==> src/rtl/compact_target_encoder.sv <==
// Packs a 256-bit target into Bitcoin compact "nBits" form {size, mantissa}.
// Optional out_exact port under macro COMPACT_EXACT_EN.
module compact_target_encoder #(
    parameter int BYTES_PER_CYCLE = 1
) (
    input  logic         clk,
    input  logic         rst_n,
    input  logic         in_valid,
    output logic         in_ready,
    input  logic [255:0] in_target,
    output logic         out_valid,
    input  logic         out_ready,
    output logic [31:0]  out_bits
`ifdef COMPACT_EXACT_EN
    ,
    output logic         out_exact
`endif
);

    localparam int GW   = 8 * BYTES_PER_CYCLE;
    localparam int NG   = 32 / BYTES_PER_CYCLE;
    localparam int GI_W = (NG > 1) ? $clog2(NG) : 1;

    if (BYTES_PER_CYCLE != 1 && BYTES_PER_CYCLE != 2 && BYTES_PER_CYCLE != 4 &&
        BYTES_PER_CYCLE != 8 && BYTES_PER_CYCLE != 16 && BYTES_PER_CYCLE != 32) begin : g_bad_bpc
        $error("compact_target_encoder: BYTES_PER_CYCLE must be 1,2,4,8,16 or 32");
    end

    typedef enum logic [1:0] {IDLE, SCAN, NORM, DONE} state_t;

    state_t            state;
    logic [GI_W-1:0]   g;
    logic [255:0]      tgt;

    logic [NG-1:0][GW-1:0] grp;
    logic [GW-1:0]     cur_grp;
    logic              last_grp;

    // Group 0 is the most significant slice of the target.
    for (genvar i = 0; i < NG; i++) begin : g_grp
        assign grp[i] = tgt[255 - i*GW -: GW];
    end

    if (NG == 1) begin : g_one
        assign cur_grp = grp[0];
    end else begin : g_many
        assign cur_grp = grp[g];
    end

    assign last_grp = (g == GI_W'(NG - 1));

    // Leading zero bytes inside the group that stopped the scan.
    logic [5:0] lz_in;
    always_comb begin
        lz_in = 6'(BYTES_PER_CYCLE);
        for (int b = 0; b < BYTES_PER_CYCLE; b++) begin
            if (cur_grp[8*b +: 8] != 8'h00)
                lz_in = 6'(BYTES_PER_CYCLE - 1 - b);
        end
    end

    logic [5:0]   z;
    logic [7:0]   size_pre;
    logic [7:0]   size_fin;
    logic [279:0] ext;
    logic [23:0]  mant_raw;
    logic [23:0]  mant;
    logic         renorm;

    assign z        = 6'(g) * 6'(BYTES_PER_CYCLE) + lz_in;
    assign size_pre = 8'd32 - {2'b00, z};
    // 24 zero bits below the LSB make byte indices below 0 read as 0x00.
    assign ext      = {tgt, 24'h000000};
    assign mant_raw = 24'(ext >> {size_pre, 3'b000});
    assign renorm   = mant_raw[23];
    assign mant     = renorm ? {8'h00, mant_raw[23:8]} : mant_raw;
    assign size_fin = size_pre + {7'd0, renorm};

`ifdef COMPACT_EXACT_EN
    logic [10:0] ret_lsb;
    logic        exact_c;
    // Everything in ext below the retained mantissa must be zero.
    assign ret_lsb = {size_pre, 3'b000} + (renorm ? 11'd8 : 11'd0);
    assign exact_c = ((ext << (11'd280 - ret_lsb)) == '0);
`endif

    always_ff @(posedge clk) begin
        if (!rst_n) begin
            state     <= IDLE;
            in_ready  <= 1'b1;
            out_valid <= 1'b0;
            out_bits  <= '0;
`ifdef COMPACT_EXACT_EN
            out_exact <= 1'b0;
`endif
        end else begin
            case (state)
                IDLE: begin
                    if (in_valid) begin
                        tgt      <= in_target;
                        g        <= '0;
                        in_ready <= 1'b0;
                        state    <= SCAN;
                    end
                end
                SCAN: begin
                    if (cur_grp != '0 || last_grp)
                        state <= NORM;
                    else
                        g <= g + 1'b1;
                end
                NORM: begin
                    out_bits  <= {size_fin, mant};
`ifdef COMPACT_EXACT_EN
                    out_exact <= exact_c;
`endif
                    out_valid <= 1'b1;
                    state     <= DONE;
                end
                DONE: begin
                    if (out_ready) begin
                        out_valid <= 1'b0;
                        in_ready  <= 1'b1;
                        state     <= IDLE;
                    end
                end
                default: state <= IDLE;
            endcase
        end
    end

endmodule
==> config.mk <==
export PLATFORM = sky130hd
export DESIGN_NAME = compact_target_encoder
export DESIGN_NICKNAME = d
export VERILOG_FILES = /design/src/rtl/compact_target_encoder.sv
export SDC_FILE = /design/constraint.sdc
export NUM_CORES = 1
export LEC_CHECK = 0
export CORE_MARGIN = 8
export CORE_UTILIZATION = 37
export CTS_CLUSTER_DIAMETER = 100
export CTS_CLUSTER_SIZE = 12
export DETAILED_ROUTE_END_ITERATION = 12
export PLACE_DENSITY_LB_ADDON = 0.05
export SLEW_MARGIN = 5
export SYNTH_ARGS = -nofsm -noshare
export SYNTH_HDL_FRONTEND = slang
export SYNTH_SLANG_ARGS = --single-unit
==> constraint.sdc <==
create_clock -name clk -period 9.8 [get_ports clk]
set_clock_uncertainty 0.15 [all_clocks]
set_input_delay 0.98 -clock clk [delete_from_list [all_inputs] [get_ports clk]]
set_output_delay 0.98 -clock clk [all_outputs]
set_load 0.01 [all_outputs]
[Word-level counts from Yosys, hierarchy flattened]
Cells that the tools add are included.
Storage, ports and cells
  bits of input ports: 260
  bits in registers: 297
  output and inout port bits: 34
Operators by class
  shift operators: 1
  add/sub/neg operators: 4
  eq/ne operators: 8
  reduce and logical (&&, ||, !) cells: 11
  multiplexer cells: 16
  $lt $le $gt $ge: 1
Operators with widths (number)
  $shr 280x11->24: 1
  $bmux 8 s5: 1
  $mux 23: 1
  $mux 5: 2
  $pmux 5 s2: 1
  $reduce_and 3->1: 3
  $add 7x2->8: 1
  $mux 8: 1
  $ne 2x2->1 const B: 4
  $pmux 2 s4: 1
  $reduce_bool 8->1: 1
  $sub 6x6->7 const A: 1
  $add 5x6->6: 1
  $lt 5x6->1 const B: 1
  $mux 2: 3
  $reduce_bool 2->1: 3
  $add 5x1->5 const B: 1
  $eq 5x5->1 const B: 1
  $eq 2x2->1 const B: 2
  $mux 1: 4
  $pmux 1 s2: 2
  $reduce_and 4->1: 1
  $eq 2x1->1 const B: 1
  $logic_not 2->1: 1
  other kinds (2): 2

[Logic depth before layout (Yosys ltp)]
  word-level depth: 8
  gate-level depth with buffers: 34
  mapped depth without buffers: 24

[Least setup slack after synthesis]
Ideal clock, no wire load.
  kind: input -> register
  start: input rst_n
  end: register tgt[0] (enable)
  path slack: 1866 ps
  data required time: 8999 ps
  cell stages on the path: 2
  arrival time: 7133 ps
  library setup time: 651 ps
  path buffers: 1
  cell sequence: clkbuf_1 -> and3_1
Between the ends
  cells in the longest elaborated chain, start to end: 1
Ends and longest elaborated chain
  from (decl): RTL line 7  | input logic rst_n,
  $reduce_and 3->1 (no line)
  to (signal assigned): RTL line 100  | tgt <= in_target;
  to (decl): RTL line 33  | logic [255:0] tgt;
No other way between the ends.
A chain may end at the register's enable or synchronous reset.

[Worst setup path in the final report]
  start: register g[1]
  end: register out_bits[31]
Between the ends
  cells in the longest elaborated chain, start to end: 8
Ends and longest elaborated chain
  from (decl): RTL line 32  | logic [GI_W-1:0] g;
  from (signal assigned): RTL line 110  | g <= g + 1'b1;
  $bmux 8 s5: RTL line 47  | assign cur_grp = grp[g];
  $mux 8 (not written as such): RTL line 47
  $reduce_bool 8->1: RTL line 57  | if (cur_grp[8*b +: 8] != 8'h00)
  $mux 1: RTL line 57
  $add 5x6->6 (*): RTL line 70  | assign z = 6'(g) * 6'(BYTES_PER_CYCLE) + lz_in;
  $sub 6x6->7 (*): RTL line 71  | assign size_pre = 8'd32 - {2'b00, z};
  $shr 280x11->24: RTL line 74  | assign mant_raw = 24'(ext >> {size_pre, 3'b000});
  $add 7x2->8 (*): RTL line 77  | assign size_fin = size_pre + {7'd0, renorm};
  to (signal assigned): RTL line 113  | out_bits <= {size_fin, mant};
  to (decl): RTL line 13  | output logic [31:0] out_bits
Mark *: on every way between the ends. The rest lies on a longest branch, timed or not. The select of a mux whose other input is x is not followed.

==> results list <==
- Summed over all cells, the static leakage comes to 7.26 nW.
* Final ANT Viol Nets: 0
- For this run, the number of Yosys warnings is 0.
- Number of setup violations in the final report: 0
- The count of endpoints failing hold in the final timing report is 0.
- STA classifies the critical path endpoint as a flop.
- After detailed routing, the average wire length per cell comes to 31.2 µm.
* Maximum clock frequency: 145 MHz
- Cells after synthesis: 1381
- The most common cell in the synthesized netlist is sky130_fd_sc_hd__edfxtp_1.
* R2r endpoint: out_bits[31]
- Combinational logic burns 68.4% of the power.
- Post-route DRC: 0
- The repair_antennas step left the layout with diodes totalling 0.
- Worst Path Class, Setup: flop to flop
- # Max-Cap Violations: 0
* Filler Cell Count: 4254
- Yosys attributes the largest share of cell area to sky130_fd_sc_hd__edfxtp_1, sky130_fd_sc_hd__mux4_2, sky130_fd_sc_hd__mux2i_1.
* Status: finished, final reports clean
- Final worst setup slack: 2.88 ns
- Library cell with the largest summed area after synthesis: sky130_fd_sc_hd__edfxtp_1
* Switching power summed over all nets: 4.53 mW
- Vias per inst: 6.21
* Skew-Pair Late Insertion Delay: 0.58 ns
- Summed over its instances, the top area cell type makes up 45.0% of the synthesized netlist area.
* Number of nets in the layout: 1897
- For this run, the share of the core covered by cells in the final layout is 46.8%.
- Of the synthesized area, sequential elements account for 49.1%.
* Worst min-delay path startpoint: out_bits[16]
* Number of gates resized after cts: 0
- Initial antenna violation count: 0
* Sw Ratio: 48.8%
- Counting I/O delays and the setup requirement, the final critical path takes 6.92 ns.
* Worst reg-to-reg setup slack: 2.88 ns
- Buffer cell driving the clock tree root: sky130_fd_sc_hd__clkbuf_16
- Max Used Layer: met4
- Worst VDD drop: 0.000268 V
- The floorplan step defined a die boundary enclosing 54200 µm².
* Die span in y: 233 µm
- The congestion estimate from routability-driven global placement came to 0.970.
- After clock tree synthesis, the clock-pin slew on the worst setup and hold paths is 0.06 ns.
* Reg-to-reg startpoint: g[1]
- Arrival time of data at the critical path endpoint: 7.19 ns
* Post-route setup TNS: 0 ns
- Met2 wire len: 32000 µm
- The synthesized design contains 261 enable-type register cells.
* Total global-route track usage: 25.4%
- The first detailed-routing pass took 7 iterations.
- Once detailed placement completed, the half-perimeter wirelength came to 53900 µm.
- P_int: 4.76 mW
- In this run the tightest slew margin relative to its limit is 30.9%.
* GR Overflow Total: 0
- Worst min path class: flop to flop
- Share of post-route cells with drive strength above 1: 14.6%
* Clock sinks: 296
- Synthesis produced a netlist with a net count of 1652.
- Number of buffers created by CTS: 29
* IO Pins: 294
* Depth of the CTS H-tree: 1
- Hold Path Depth: 2
- Core area: 46500 µm²
* CP max FO: 44
* Post-synth ARST share: 0%
* Clock network fraction of design power: 11.3%
- Flops & latches, synth: 296
* Pin count of the biggest net entering global routing: 106
- Amount of wire on met3 after detailed routing: 5500 µm
* Clock tree buffer depth: 3
- Hold EP: out_bits[16]
- First-pass GRT wire length: 102000 µm
* Distinct cells, synth: 75
- TritonCTS built the clock tree.
- Setup repair after global routing left no endpoint under its margin.
* Row cnt: 79
- For this run, the leading register cell type out of synthesis is sky130_fd_sc_hd__edfxtp_1.
- Timing analysis after detailed placement gives a worst setup slack of 2.99 ns.
* Setup fix buffers added after clock tree synthesis: 0
- The max-slew violation count is 0.
* Most instantiated cells after synthesis: sky130_fd_sc_hd__edfxtp_1, sky130_fd_sc_hd__nand2_1, sky130_fd_sc_hd__mux4_2
- Registers are responsible for 20.3% of the overall power.
* Tcrit/Tclk final: 70.6%
- Number of DRC markers after the initial detailed-route iteration: 1709
- Number of hold buffers added after cts: 0
* Area overhead of the layout relative to synthesis: 24.8%
- Initial Utilization: 37.5%
* Startpoint type of the worst setup path: flop
- STA puts the critical path data required time at 10.07 ns.
- In the final routing, the length of wire on met1 measures 30600 µm.
- The via count of the first global-routing pass was 14300.
* Measured slew at the worst slew-check pin: 1.04 ns
* Port buffer count: 292
- After synthesis, the mean cell area works out to 12.6 µm².
- In this run the power density over the cells is 427 nW/µm².
- Cell area after synthesis: 17400 µm²
- The routed design has 70300 µm of wire.
* Detailed-route via count: 14000
- R2R cell count: 20
- X dimension of the die: 233 µm
worst max path at each step:
stage	startpoint	end	cells after the start
floorplan	rst_n	tgt[0]	2
global route	g[1]	out_bits[31]	20
detailed placement	g[1]	out_bits[31]	20
CTS	g[1]	out_bits[31]	20
finish	g[1]	out_bits[31]	20
global placement	g[1]	out_bits[29]	22
final cells by class:
class	instances	area (µm²)	share of cell area (%)
Clock buffer	50	805	3.70
Clock inverter	4	56.3	0.259
Inverter	10	37.5	0.173
Multi-Input combinational cell	964	8320	38.3
Sequential cell	296	8540	39.3
Tap cell	607	759	3.50
Timing Repair Buffer	325	3210	14.8
per-stage QoR:
stage	cells	hold WS (ns)	cell area, µm²	power, mW
2_1_floorplan	1381	0.321	17400	6.11
3_3_place_gp	2202	0.311	20900	8.16
3_5_place_dp	2202	0.319	20900	8.14
4_1_cts	2256	0.327	21700	9.22
5_1_grt	2256	0.355	21700	9.72
6_report	2256	0.326	21700	9.28
metal layers:
| layer | vias to the layer above | global-route usage (%) |
|---|---|---|
| met1 | 7081 | 36.3 |
| met2 | 781 | 39.4 |
| met5 | - | 0 |
| met4 | 0 | 8.02 |
| met3 | 104 | 3.92 |
| li1 | 6052 | - |
power groups by stage:
stage | clock [mW] | sequential, mW | combinational (mW)
floorplan | 0 | 1.83 | 4.28
CTS | 1.08 | 1.88 | 6.26
detailed placement | 0 | 1.90 | 6.24
global placement | 0 | 1.90 | 6.26
global route | 1.12 | 1.90 | 6.69
finish | 1.05 | 1.89 | 6.35
flip-flops by register name, summed over array words and instances, names as in the netlist:
register	cells
out_valid	1
g	5
in_ready	1
tgt	256
out_bits	31
state	2
placed cells by master, fill, tap and decap left out, types with 13 or more instances in the layout:
master / n
sky130_fd_sc_hd__mux4_2: 127
sky130_fd_sc_hd__nand3_1: 55
sky130_fd_sc_hd__or4_1: 19
sky130_fd_sc_hd__mux2_2: 16
sky130_fd_sc_hd__o22ai_1: 13
sky130_fd_sc_hd__nor4_1: 30
sky130_fd_sc_hd__clkbuf_16: 29
sky130_fd_sc_hd__edfxtp_1: 261
sky130_fd_sc_hd__nand2_1: 140
sky130_fd_sc_hd__clkdlybuf4s50_1: 292
sky130_fd_sc_hd__a211oi_1: 21
sky130_fd_sc_hd__o211ai_1: 19
sky130_fd_sc_hd__clkbuf_1: 21
sky130_fd_sc_hd__mux2i_1: 104
sky130_fd_sc_hd__nor2b_1: 13
sky130_fd_sc_hd__o21ai_0: 38
sky130_fd_sc_hd__buf_4: 30
sky130_fd_sc_hd__dfxtp_1: 35
sky130_fd_sc_hd__nor2_1: 62
sky130_fd_sc_hd__nor3_1: 46
sky130_fd_sc_hd__a21oi_1: 79
logic make-up after synthesis:
kind of cell	Yosys count	synth area share (%)
AOI/OAI and AO/OA	271	10.5
adders and majority gates	11	0.791
buffers and inverters	121	3.37
xor gates and xnor gates	12	0.769
other	1	0.0215
DFF	296	49.1
muxes	247	23.4
and+or+nand+nor	422	12.0
worst max-delay path: stages, from the launching register on:
cell and delay [ns]:
sky130_fd_sc_hd__edfxtp_1 0.72, sky130_fd_sc_hd__buf_4 0.58, sky130_fd_sc_hd__nor4_1 0.13, sky130_fd_sc_hd__a31o_2 0.24
sky130_fd_sc_hd__mux4_2 0.49, sky130_fd_sc_hd__a211oi_1 0.40, sky130_fd_sc_hd__nor2_1 0.14, sky130_fd_sc_hd__ha_4 0.62
sky130_fd_sc_hd__inv_2 0.11, sky130_fd_sc_hd__ha_4 0.69, sky130_fd_sc_hd__nor2b_1 0.52, sky130_fd_sc_hd__a21oi_1 0.14
sky130_fd_sc_hd__o211ai_1 0.23, sky130_fd_sc_hd__a21oi_1 0.14, sky130_fd_sc_hd__or3_1 0.36, sky130_fd_sc_hd__inv_2 0.07
sky130_fd_sc_hd__buf_4 0.16, sky130_fd_sc_hd__ha_1 0.19, sky130_fd_sc_hd__nand2_1 0.10, sky130_fd_sc_hd__o311ai_0 0.40
sky130_fd_sc_hd__a21boi_0 0.15
No activity file was read; power rests on OpenSTA's default activity.
